<file path="config.mk">
export PLATFORM = sky130hd
export DESIGN_NAME = cpu_run_ctrl_flat
export DESIGN_NICKNAME = d
export VERILOG_FILES = /design/src/rtl/cpu_run_ctrl_if.sv /design/src/rtl/cpu_run_ctrl.sv /design/src/flat_wrapper.sv
export SDC_FILE = /design/constraint.sdc
export NUM_CORES = 1
export LEC_CHECK = 0
export ABC_CLOCK_PERIOD_IN_PS = 3130
export BUFFER_PORTS_ARGS = -buffer_cell sky130_fd_sc_hd__buf_2
export CORE_MARGIN = 2
export CORE_UTILIZATION = 56
export DETAILED_ROUTE_END_ITERATION = 12
export PLACE_DENSITY = 0.82
export SLEW_MARGIN = 40
export SYNTH_ARGS = -nofsm -noshare
export SYNTH_HDL_FRONTEND = slang
export SYNTH_SLANG_ARGS = --single-unit
</file>
<file path="constraint.sdc">
create_clock -name clk_in -period 3.13 [get_ports clk_in]
set_input_delay 0.4695 -clock clk_in [delete_from_list [all_inputs] [get_ports clk_in]]
set_output_delay 0.4695 -clock clk_in [all_outputs]
set_load 0.01 [all_outputs]
</file>
<file path="src/rtl/cpu_run_ctrl_if.sv">
// rtl/cpu_run_ctrl_if.sv - host command handshake bundle for cpu_run_ctrl
interface cpu_run_ctrl_if;
  logic       cmd_valid;
  logic [1:0] cmd_op;
  logic       cmd_ready;

  modport master (output cmd_valid, output cmd_op, input cmd_ready);
  modport slave  (input cmd_valid, input cmd_op, output cmd_ready);
endinterface

</file>
<file path="src/rtl/cpu_run_ctrl.sv">
// rtl/cpu_run_ctrl.sv - run/step/halt/preset sequencer for the single-cycle core (optional CPU_RUN_CTRL_BREAKPOINT_EN)
module cpu_run_ctrl #(
  parameter int CNT_W         = 32,
  parameter int PRESET_CYCLES = 4
) (
  input  logic              clk_in,
  input  logic              rst,
  cpu_run_ctrl_if.slave     cmd,
  input  logic              hlt_in,
  input  logic [31:0]       pc,
`ifdef CPU_RUN_CTRL_BREAKPOINT_EN
  input  logic              bp_valid,
  input  logic [31:0]       bp_addr,
  output logic              bp_hit,
`endif
  output logic              cpu_en,
  output logic              cpu_preset,
  output logic [2:0]        run_state,
  output logic              step_done,
  output logic              halted_evt,
  output logic [CNT_W-1:0]  cycle_count
);

  typedef enum logic [2:0] {
    S_PAUSE  = 3'd0,
    S_RUN    = 3'd1,
    S_STEP   = 3'd2,
    S_HALTED = 3'd3,
    S_PRESET = 3'd4
  } state_t;

  localparam logic [1:0] OP_STOP   = 2'b00;
  localparam logic [1:0] OP_RUN    = 2'b01;
  localparam logic [1:0] OP_STEP   = 2'b10;
  localparam logic [1:0] OP_PRESET = 2'b11;

  localparam logic [7:0] PRESET_LAST = 8'(PRESET_CYCLES - 1);

  state_t           state_q;
  logic             cpu_preset_q;
  logic             step_done_q;
  logic             halted_evt_q;
  logic [7:0]       preset_cnt_q;
  logic [CNT_W-1:0] cycle_count_q;
  logic [CNT_W-1:0] cycle_count_d;
  logic             cmd_ready_w;
  logic             cmd_acc;
  logic             bp_match;

`ifdef CPU_RUN_CTRL_BREAKPOINT_EN
  logic first_run_q;
  logic bp_hit_q;

  // Breakpoint compare is skipped on the first RUN cycle so a RUN issued while parked on it advances.
  always_comb begin
    bp_match = (state_q == S_RUN) & ~first_run_q & bp_valid & (pc == bp_addr) & ~hlt_in;
  end

  assign bp_hit = bp_hit_q;
`else
  logic unused_pc;
  assign unused_pc = ^pc;
  assign bp_match  = 1'b0;
`endif

  // Commands are only taken in states that can react to them on the next edge.
  always_comb begin
    cmd_ready_w = (state_q == S_PAUSE) | (state_q == S_RUN) | (state_q == S_HALTED);
    cmd_acc     = cmd.cmd_valid & cmd_ready_w;
    cpu_en      = ((state_q == S_RUN) | (state_q == S_STEP)) & ~hlt_in & ~bp_match;
  end

  // Saturating executed-cycle counter next value.
  always_comb begin
    cycle_count_d = cycle_count_q;
    if (cpu_en && (cycle_count_q != {CNT_W{1'b1}})) begin
      cycle_count_d = cycle_count_q + CNT_W'(1);
    end
  end

  // Sequencer FSM with registered preset and event pulses; entering PRESET clears the counter.
  always_ff @(posedge clk_in or posedge rst) begin
    if (rst) begin
      state_q       <= S_PAUSE;
      cpu_preset_q  <= 1'b0;
      step_done_q   <= 1'b0;
      halted_evt_q  <= 1'b0;
      preset_cnt_q  <= 8'd0;
      cycle_count_q <= '0;
`ifdef CPU_RUN_CTRL_BREAKPOINT_EN
      first_run_q   <= 1'b0;
      bp_hit_q      <= 1'b0;
`endif
    end else begin
      step_done_q   <= 1'b0;
      halted_evt_q  <= 1'b0;
      cycle_count_q <= cycle_count_d;
`ifdef CPU_RUN_CTRL_BREAKPOINT_EN
      bp_hit_q      <= 1'b0;
      first_run_q   <= 1'b0;
`endif
      case (state_q)
        S_PAUSE: begin
          if (cmd_acc) begin
            case (cmd.cmd_op)
              OP_RUN: begin
                state_q <= S_RUN;
`ifdef CPU_RUN_CTRL_BREAKPOINT_EN
                first_run_q <= 1'b1;
`endif
              end
              OP_STEP: state_q <= S_STEP;
              OP_PRESET: begin
                state_q       <= S_PRESET;
                cpu_preset_q  <= 1'b1;
                preset_cnt_q  <= PRESET_LAST;
                cycle_count_q <= '0;
              end
              default: ;
            endcase
          end
        end
        S_RUN: begin
          if (hlt_in) begin
            state_q      <= S_HALTED;
            halted_evt_q <= 1'b1;
          end else if (bp_match) begin
            state_q <= S_PAUSE;
`ifdef CPU_RUN_CTRL_BREAKPOINT_EN
            bp_hit_q <= 1'b1;
`endif
          end else if (cmd_acc) begin
            if (cmd.cmd_op == OP_STOP) begin
              state_q <= S_PAUSE;
            end else if (cmd.cmd_op == OP_PRESET) begin
              state_q       <= S_PRESET;
              cpu_preset_q  <= 1'b1;
              preset_cnt_q  <= PRESET_LAST;
              cycle_count_q <= '0;
            end
          end
        end
        S_STEP: begin
          if (hlt_in) begin
            state_q      <= S_HALTED;
            halted_evt_q <= 1'b1;
          end else begin
            state_q     <= S_PAUSE;
            step_done_q <= 1'b1;
          end
        end
        S_HALTED: begin
          if (cmd_acc && (cmd.cmd_op == OP_PRESET)) begin
            state_q       <= S_PRESET;
            cpu_preset_q  <= 1'b1;
            preset_cnt_q  <= PRESET_LAST;
            cycle_count_q <= '0;
          end
        end
        S_PRESET: begin
          if (preset_cnt_q == 8'd0) begin
            state_q      <= S_PAUSE;
            cpu_preset_q <= 1'b0;
          end else begin
            preset_cnt_q <= preset_cnt_q - 8'd1;
          end
        end
        default: state_q <= S_PAUSE;
      endcase
    end
  end

  assign cmd.cmd_ready = cmd_ready_w;
  assign cpu_preset    = cpu_preset_q;
  assign run_state     = state_q;
  assign step_done     = step_done_q;
  assign halted_evt    = halted_evt_q;
  assign cycle_count   = cycle_count_q;

endmodule

</file>
<file path="src/flat_wrapper.sv">
// flat-port wrapper written by rule: the top's interface ports become plain ports
module cpu_run_ctrl_flat 
#(
  parameter int CNT_W         = 32,
  parameter int PRESET_CYCLES = 4
)
  (clk_in, rst, hlt_in, pc, cpu_en, cpu_preset, run_state, step_done, halted_evt, cycle_count, cmd_cmd_valid, cmd_cmd_op, cmd_cmd_ready);
  cpu_run_ctrl_if cmd_i ();
  input  logic clk_in;
  input  logic rst;
  input  logic hlt_in;
  input  logic [31:0] pc;
  output logic cpu_en;
  output logic cpu_preset;
  output logic [2:0] run_state;
  output logic step_done;
  output logic halted_evt;
  output logic [CNT_W-1:0] cycle_count;
  input wire logic [$bits(cmd_i.cmd_valid)-1:0] cmd_cmd_valid;
  input wire logic [$bits(cmd_i.cmd_op)-1:0] cmd_cmd_op;
  output wire logic [$bits(cmd_i.cmd_ready)-1:0] cmd_cmd_ready;
  assign cmd_i.cmd_valid = cmd_cmd_valid;
  assign cmd_i.cmd_op = cmd_cmd_op;
  assign cmd_cmd_ready = cmd_i.cmd_ready;
  cpu_run_ctrl #(.CNT_W(CNT_W), .PRESET_CYCLES(PRESET_CYCLES)) u_core (.clk_in(clk_in), .rst(rst), .cmd(cmd_i), .hlt_in(hlt_in), .pc(pc), .cpu_en(cpu_en), .cpu_preset(cpu_preset), .run_state(run_state), .step_done(step_done), .halted_evt(halted_evt), .cycle_count(cycle_count));
endmodule
</file>
==> metrics.md, run 1 <==
| Metric | Value |
|---|---|
| Setup Skew | 0.005742 ns |
| Critical path cell sequence | xnor2_1 > nand2b_1 > or3_1 > or4_1 > a21oi_1 |
| Finished Cell Area | 3247 sq um |
| Arrival time worst endpoint | 2.72 ns |
| Share of cells above drive strength 1 | 19.17% |
| Port Buffers | 45 |
| Num CTS Buffers | 5 |
| Sw frac | 35.65% |
| Fmax | 402.3 MHz |
| Via density | 6.108 |
| Largest cells by area after synthesis | dfrtp_1 41%, a21oi_1 4.8%, or4_1 4.6% |
| Synthesized cell area | 2786 sq um |
| Status | complete, no violations |
| CP Class | reg -> reg |
| Antenna cells | 0 |
| First-pass GRT wire length | 10,680 um |
| Layout Cells excl Fill | 427 |
| CTS max path bufs | 2 |
| Seq/Total Area, Yosys | 41.31% |
| Gpl congestion | 0.8582 |
| Final WL | 6325 um |
| Reg2reg start | u_core.run_state[0]$_DFFE_PP0P_ |
| CTS resizes | 0 |
| Gr ovfl total | 0 |
| Crit path time final | 2.486 ns |
| Post-CTS Setup Inserts | 0 |
| Leak Pwr | 1.471 nW |
| Int Pwr | 1.218 mW |
| GRT Total Usage | 24.40% |
| Clock latency on the worst-skew pair | 0.30 ns |
| Synth cell count leaders | 46 x dfrtp_1, 29 x nand2_1, 27 x a21oi_1, 23 x nor2_1, 17 x or4_1 |
| Setup TNS | 0 ns |
| DRC viols | 0 |
| Clock share of power | 28.1% |
| Peak supply drop | 0.3960 mV |
| PD cells | 583.0 nW/um^2 |
| Synth area leader | dfrtp_1 |
| Post-DR wirelength/cell | 14.81 um |
| First-pass detailed-route iteration total | 4 |
| Most common cell in the synthesized netlist | dfrtp_1 |
| Mean area per synthesized cell | 8.874 sq um |
| Synth Register Bits | 46 |
| Die Y | 74.54 um |
| Slew margin rel. | 61.10% |
| Vias in the first global route | 2,423 |
| Largest net degree at the start of global routing | 47 |
| Die area | 5556 sq um |
| Worst path max stage delay | 0.64 ns |
| Post-synthesis cell type count | 53 |
| Initial core utilization | 58.61% |
| Routed vias | 2,608 |
| Nature of the critical path startpoint | register |
| Power, Total | 1.893 mW |
| Area grow syn2layout | 16.52% |
| Die span in x | 74.54 um |
| Slew @ Worst Pin | 0.5688 ns |
| IO Count | 78 |
| Final setup viols | 0 |
| Reg2Reg Depth | 5 |
| Top FF cell, synth | dfrtp_1 |
| R2R Setup Slk | 0.64 ns |
| Placed standard-cell area | 3109 sq um |
| Crit Path Max Fanout | 17 |
| Final Max Tran Viols | 0 |
| Final Hold Vio Count | 0 |
| Worst Setup End Kind | register |
| Synth async-reset ratio | 100.0% |
| R2R Path End | u_core.cycle_count[23]$_DFF_PP0_ |
| Seq pwr share | 43.9% |
| Worst Path Required | 3.36 ns |
| Clock Root Buffer | clkbuf_8 |
| DR iter-0 viols | 174 |
| Synth Net Count | 360 |
| Total clock sinks | 46 |
| Cell count after placement | 419 |
| Tcrit/Tclk final | 79.41% |
| RSZ-0062 raised after global routing | false |
| Logic pwr share | 28.0% |
| Cell row count | 25 |
| CTS tree | done |
| Post-CTS Hold Buffers | 0 |
| Synth top area share | 41.31% |
| Initial antenna violation count | 0 |
| Layout net count | 405 |
| P_sw | 0.6748 mW |
| Core Area | 4755 sq um |
| Antenna Nets Post-Route | 0 |
| CTS clk-pin slew, worst paths | 0.09 ns |
| H-tree level count | 2 |
| Dpl hpwl | 4488 um |
| Max-cap violations | 0 |
| Ys Warns | 0 |
| Gate count after technology mapping | 314 |
| Number of flops mapped to enable cells by yosys | 0 |
| Tightest Hold Check Type | in -> async |
| Critical Path Slowest Stage Cell | dfrtp_1 |
-- critical path: cells and delay by family (launching register included) --
family,cells,cell delay [ns]
AND/OR/NAND/NOR,3,1.41
flip-flops,1,0.64
XOR/XNOR,1,0.20
AO/OA/AOI/OAI,1,0.17
-- layer usage --
layer	track usage, %	wire (um)	vias to the layer above	share of wire (%)
met4	7.341	53	0	0.84
li1	-	-	1278	-
met1	31.13	2811	1249	44
met2	41.79	3156	74	50
met5	0	0	-	0
met3	5.014	304	7	4.8
-- logic make-up (layout without fill, tap and decap cells) --
kind of cell,count (synthesis),in the layout,share of synthesized area (%)
AND/OR/NAND/NOR,145,145,29.73
AO/OA/AOI/OAI,79,79,18.23
flip-flops,46,46,41.31
buffers and inverters,26,72,3.772
adder cells (fa/ha/maj),8,8,3.592
XOR/XNOR,5,5,1.572
multiplexers,5,5,1.796
-- stage by stage --
| step | util (%) | worst slack [ns] | hold slack (ns) |
|---|---|---|---|
| after floorplan | - | 0.9266 | 0.4926 |
| after global placement | 65.34 | 0.7243 | 0.5273 |
| after detailed placement | 65.39 | 0.6940 | 0.5353 |
| after CTS | 68.29 | 0.6443 | 0.2402 |
| after global routing | 68.29 | 0.4764 | 0.2716 |
| final | 68.29 | 0.6444 | 0.2218 |
-- power by group through the flow --
| stage | registers, mW | logic (mW) | clock network, mW |
|---|---|---|---|
| floorplan | 0.808 | 0.383 | 0 |
| global placement | 0.834 | 0.514 | 0 |
| detailed placement | 0.837 | 0.535 | 0 |
| CTS | 0.826 | 0.536 | 0.535 |
| global route | 0.849 | 0.600 | 0.561 |
| finish | 0.830 | 0.531 | 0.532 |
-- layout make-up --
| cell class | instances | area (sq um) |
|---|---|---|
| multi-input cells | 242 | 1549 |
| fillers | 389 | 1508 |
| flip-flops and latches | 46 | 1151 |
| repair buffers | 52 | 277.8 |
| well taps | 67 | 83.83 |
| clock buffers | 5 | 68.82 |
| clock inverters | 3 | 68.82 |
| inverters | 12 | 47.55 |
-- layout by cell type, fill, tap and decap left out, types with 2 or more instances in the layout --
cell type and count:
o31ai_1 8, o41ai_1 4, nand2_1 29, a31oi_1 4, nor4_1 2, or2_1 2, clkbuf_8 5, nand4_1 10
o21ai_1 5, or3_1 13, dfrtp_1 46, a21oi_1 27, a41o_1 2, o21ai_0 14, mux2i_1 5, nor2b_1 2
a211oi_1 2, a32oi_1 2, and3_1 4, nor3_1 3, buf_2 45, and4_1 4, buf_4 7, nand3_1 13
xnor2_1 5, inv_1 10, and2_1 2, nor4b_1 3, bufinv_16 2, nor2_1 23, ha_1 8, nand2b_1 7
or4_1 17
-- state kept, by name, indices dropped and copies added, names as in the netlist --
name	flops
u_core.cpu_preset	1
u_core.cycle_count	32
u_core.preset_cnt_q	8
u_core.step_done	1
u_core.run_state	3
u_core.halted_evt	1
-- how the worst max path moves through the flow --
stage	from	end	slack, ns
2_1_floorplan	u_core.cycle_count[0]$_DFF_PP0_	u_core.cycle_count[28]$_DFF_PP0_	0.93
3_3_place_gp	u_core.run_state[0]$_DFFE_PP0P_	u_core.cycle_count[21]$_DFF_PP0_	0.72
3_5_place_dp	u_core.run_state[0]$_DFFE_PP0P_	u_core.cycle_count[21]$_DFF_PP0_	0.69
4_1_cts	u_core.run_state[0]$_DFFE_PP0P_	cpu_en	0.64
5_1_grt	u_core.run_state[0]$_DFFE_PP0P_	u_core.cycle_count[31]$_DFF_PP0_	0.48
6_report	u_core.run_state[0]$_DFFE_PP0P_	u_core.cycle_count[23]$_DFF_PP0_	0.64
(Power assumes the default switching activity.)
==> run 2: changes to the inputs <==
- ABC_CLOCK_PERIOD_IN_PS: 3130 -> 2110
- CORE_UTILIZATION: 56 -> 47
- PLACE_DENSITY: 0.82 -> 0.73
- clock period: 3.13 -> 2.11 ns (I/O delays scaled with it)
==> run 2 against run 1 <==
Critical path depth is 1 higher. First-iteration DRC count is 29% higher. Non-clock buffer count is 41 higher. Clock skew is 0.0054 ns higher. Register-to-register slack worse by 0.64 ns. Hold slack worse by 0.13 ns. Clock power is 0.9% lower. Critical path type unchanged.
==> metrics.md, run 2 (same netlist as run 1, synthesis figures left out) <==
| Metric | Value |
|---|---|
| Status | complete, no violations |
| Final worst slack | 0.003551 ns (-0.6409 ns) |
| Post-CTS Hold Buffers | 0 (unchanged) |
| CTS max path bufs | 2 (unchanged) |
| Pre-CTS setup slack | -0.1134 ns (-0.8074 ns) |
| Worst Path Required | 2.34 ns (-1.02 ns) |
| Via density | 5.994 (-1.9%) |
| Logic pwr share | 41.5% (+13 points) |
| Final Max Tran Viols | 0 (unchanged) |
| # fillers | 526 (+35%) |
| Finished Cell Area | 3591 sq um (+11%) |
| Final setup viols | 0 (unchanged) |
| Crit path time final | 2.106 ns (-0.3791 ns) |
| Clock share of power | 18.5% (-9.6 points) |
| GRT Total Usage | 22.86% (-1.5 points) |
| Cell row count | 28 (+12%) |
| CP Class | reg -> reg |
| Antenna cells | 0 (unchanged) |
| Gr ovfl total | 0 (unchanged) |
| Commonest cells after routing, fill and taps aside | 47 x buf_4, 45 x buf_2, 44 x dfrtp_1, 29 x nand2_1, 27 x a21oi_1 |
| Share of cells above drive strength 1 | 30.17% (+11 points) |
| Largest net degree at the start of global routing | 32 (-32%) |
| Sw frac | 37.35% (+1.7 points) |
| Clock Root Buffer | clkbuf_8 |
| Slew margin rel. | 56.27% (-4.8 points) |
| Dpl hpwl | 5222 um (+16%) |
| Setup Skew | 0.01119 ns (+0.005445 ns) |
| Die Y | 81.00 um (+8.7%) |
| DRC viols | 0 (unchanged) |
| IO Count | 78 (unchanged) |
| Crit path max-delay family | simple AND/OR/NAND/NOR gates |
| Antenna Nets Post-Route | 0 (unchanged) |
| Peak supply drop | 0.3971 mV (+0.29%) |
| Leak Pwr | 1.662 nW (+13%) |
| Crit Path Max Fanout | 4 (-13) |
| Buffers plus inverters on the worst setup path | 0 (unchanged) |
| Critical path cell sequence | ha_4 > and4_4 > nand4bb_1 > or3_4 > or4_1 > a21oi_1 |
| CTS clk-pin slew, worst paths | 0.09 ns (about the same) |
| RSZ-0062 raised after global routing | true |
| Die area | 6560 sq um (+18%) |
| Commonest non-fill, non-tap cell in the layout | buf_4 |
| Setup TNS | 0 ns (unchanged) |
| Area grow syn2layout | 28.87% |
| PD cells | 794.6 nW/um^2 (+36%) |
| Final WL | 7288 um (+15%) |
| CTS tree | done |
| P_sw | 1.066 mW (+58%) |
| Final Hold Vio Count | 0 (unchanged) |
| Layout net count | 446 (+10%) |
| Vias in the first global route | 2,561 (+5.7%) |
| Gpl congestion | 0.8508 (-0.86%) |
| Port Buffers | 45 (unchanged) |
| Max reg flops | 32 (unchanged) |
| H-tree level count | 2 (unchanged) |
| Finished Core Util | 61.75% (-6.5 points) |
| Slew @ Worst Pin | 0.6549 ns (+0.08618 ns) |
| Core Area | 5816 sq um (+22%) |
| Post-DR wirelength/cell | 15.31 um (+3.4%) |
| Seq pwr share | 40.0% (-3.9 points) |
| Initial core utilization | 47.91% (-11 points) |
| Total clock sinks | 46 (unchanged) |
| Arrival time worst endpoint | 2.34 ns (-0.38 ns) |
| Fmax | 474.7 MHz (+18%) |
| Max-cap violations | 0 (unchanged) |
| Int Pwr | 1.788 mW (+47%) |
| Tcrit/Tclk final | 99.83% (+20 points) |
| Tightest Hold Check Type | in -> async |
| Placed standard-cell area | 3437 sq um (+11%) |
| Worst path max stage delay | 0.48 ns (-0.16 ns) |
| Num CTS Buffers | 5 (unchanged) |
| Die span in x | 81.00 um (+8.7%) |
| Initial antenna violation count | 0 (unchanged) |
| Clock latency on the worst-skew pair | 0.30 ns (about the same) |
| First-pass GRT wire length | 11,830 um (+11%) |
| First-pass detailed-route iteration total | 6 (+2) |
| DR iter-0 viols | 225 (+29%) |
| Routed vias | 2,853 (+9.4%) |
| Nature of the critical path startpoint | register |
| Worst Setup End Kind | register |
| Critical Path Slowest Stage Cell | or4_1 |
==> run 2: per-stage QoR <==
| step | total power, mW | hold WS, ns | std cells |
|---|---|---|---|
| after CTS | 2.855 | 0.1248 | 476 |
| after detailed placement | 2.305 | 0.4571 | 466 |
| after floorplan | 1.783 | 0.4767 | 314 |
| after global routing | 3.047 | 0.1582 | 476 |
| after global placement | 2.264 | 0.4487 | 466 |
| final | 2.854 | 0.09188 | 476 |
==> run 2: worst paths after layout <==
| check | from | to | slack (ns) | cells past startpoint |
|---|---|---|---|---|
| setup / recovery | u_core.cycle_count[0]$_DFF_PP0_ | u_core.cycle_count[28]$_DFF_PP0_ | 0.004 | 6 |
| hold / removal | rst | u_core.cpu_preset$_DFFE_PP0P_ | 0.09 | 2 |
| setup reg to reg | u_core.cycle_count[0]$_DFF_PP0_ | u_core.cycle_count[28]$_DFF_PP0_ | 0.004 | 6 |
| hold reg to reg | u_core.preset_cnt_q[0]$_DFFE_PP0P_ | u_core.preset_cnt_q[0]$_DFFE_PP0P_ | 0.55 | 1 |
| max in group asynchronous | rst | u_core.cycle_count[15]$_DFF_PP0_ | 1.41 | 3 |
| min in group clk_in | hlt_in | u_core.halted_evt$_DFF_PP0_ | 0.36 | 2 |
==> run 2: area by class of cell <==
type / instances / area (sq um) / area share (%)
multi-input cells: 242 / 1620 / 45.12
inverters: 12 / 45.04 / 1.254
well taps: 75 / 93.84 / 2.613
repair buffers: 93 / 598.1 / 16.66
flip-flops and latches: 46 / 1154 / 32.13
clock buffers: 8 / 80.08 / 2.230
==> run 2: power groups by stage <==
stage	clock network, mW	logic, mW	registers (mW)
6_report	0.527	1.19	1.14
3_3_place_gp	0	1.12	1.15
4_1_cts	0.541	1.18	1.14
3_5_place_dp	0	1.15	1.15
5_1_grt	0.583	1.30	1.16
2_1_floorplan	0	0.573	1.21
==> run 2: timing repair <==
action,CTS,global route
gates resized for setup,4,9
setup buffers,2,0
setup endpoints to repair,10,14
cloned,0,0
pin swaps,1,0
==> run 2: layer usage <==
metal	global-route usage, %	vias to the layer above	share of wire, %
li1	-	1357	-
met1	28.30	1371	42
met2	40.08	112	51
met3	4.222	13	5.4
met4	7.458	0	1.4
met5	0	-	0
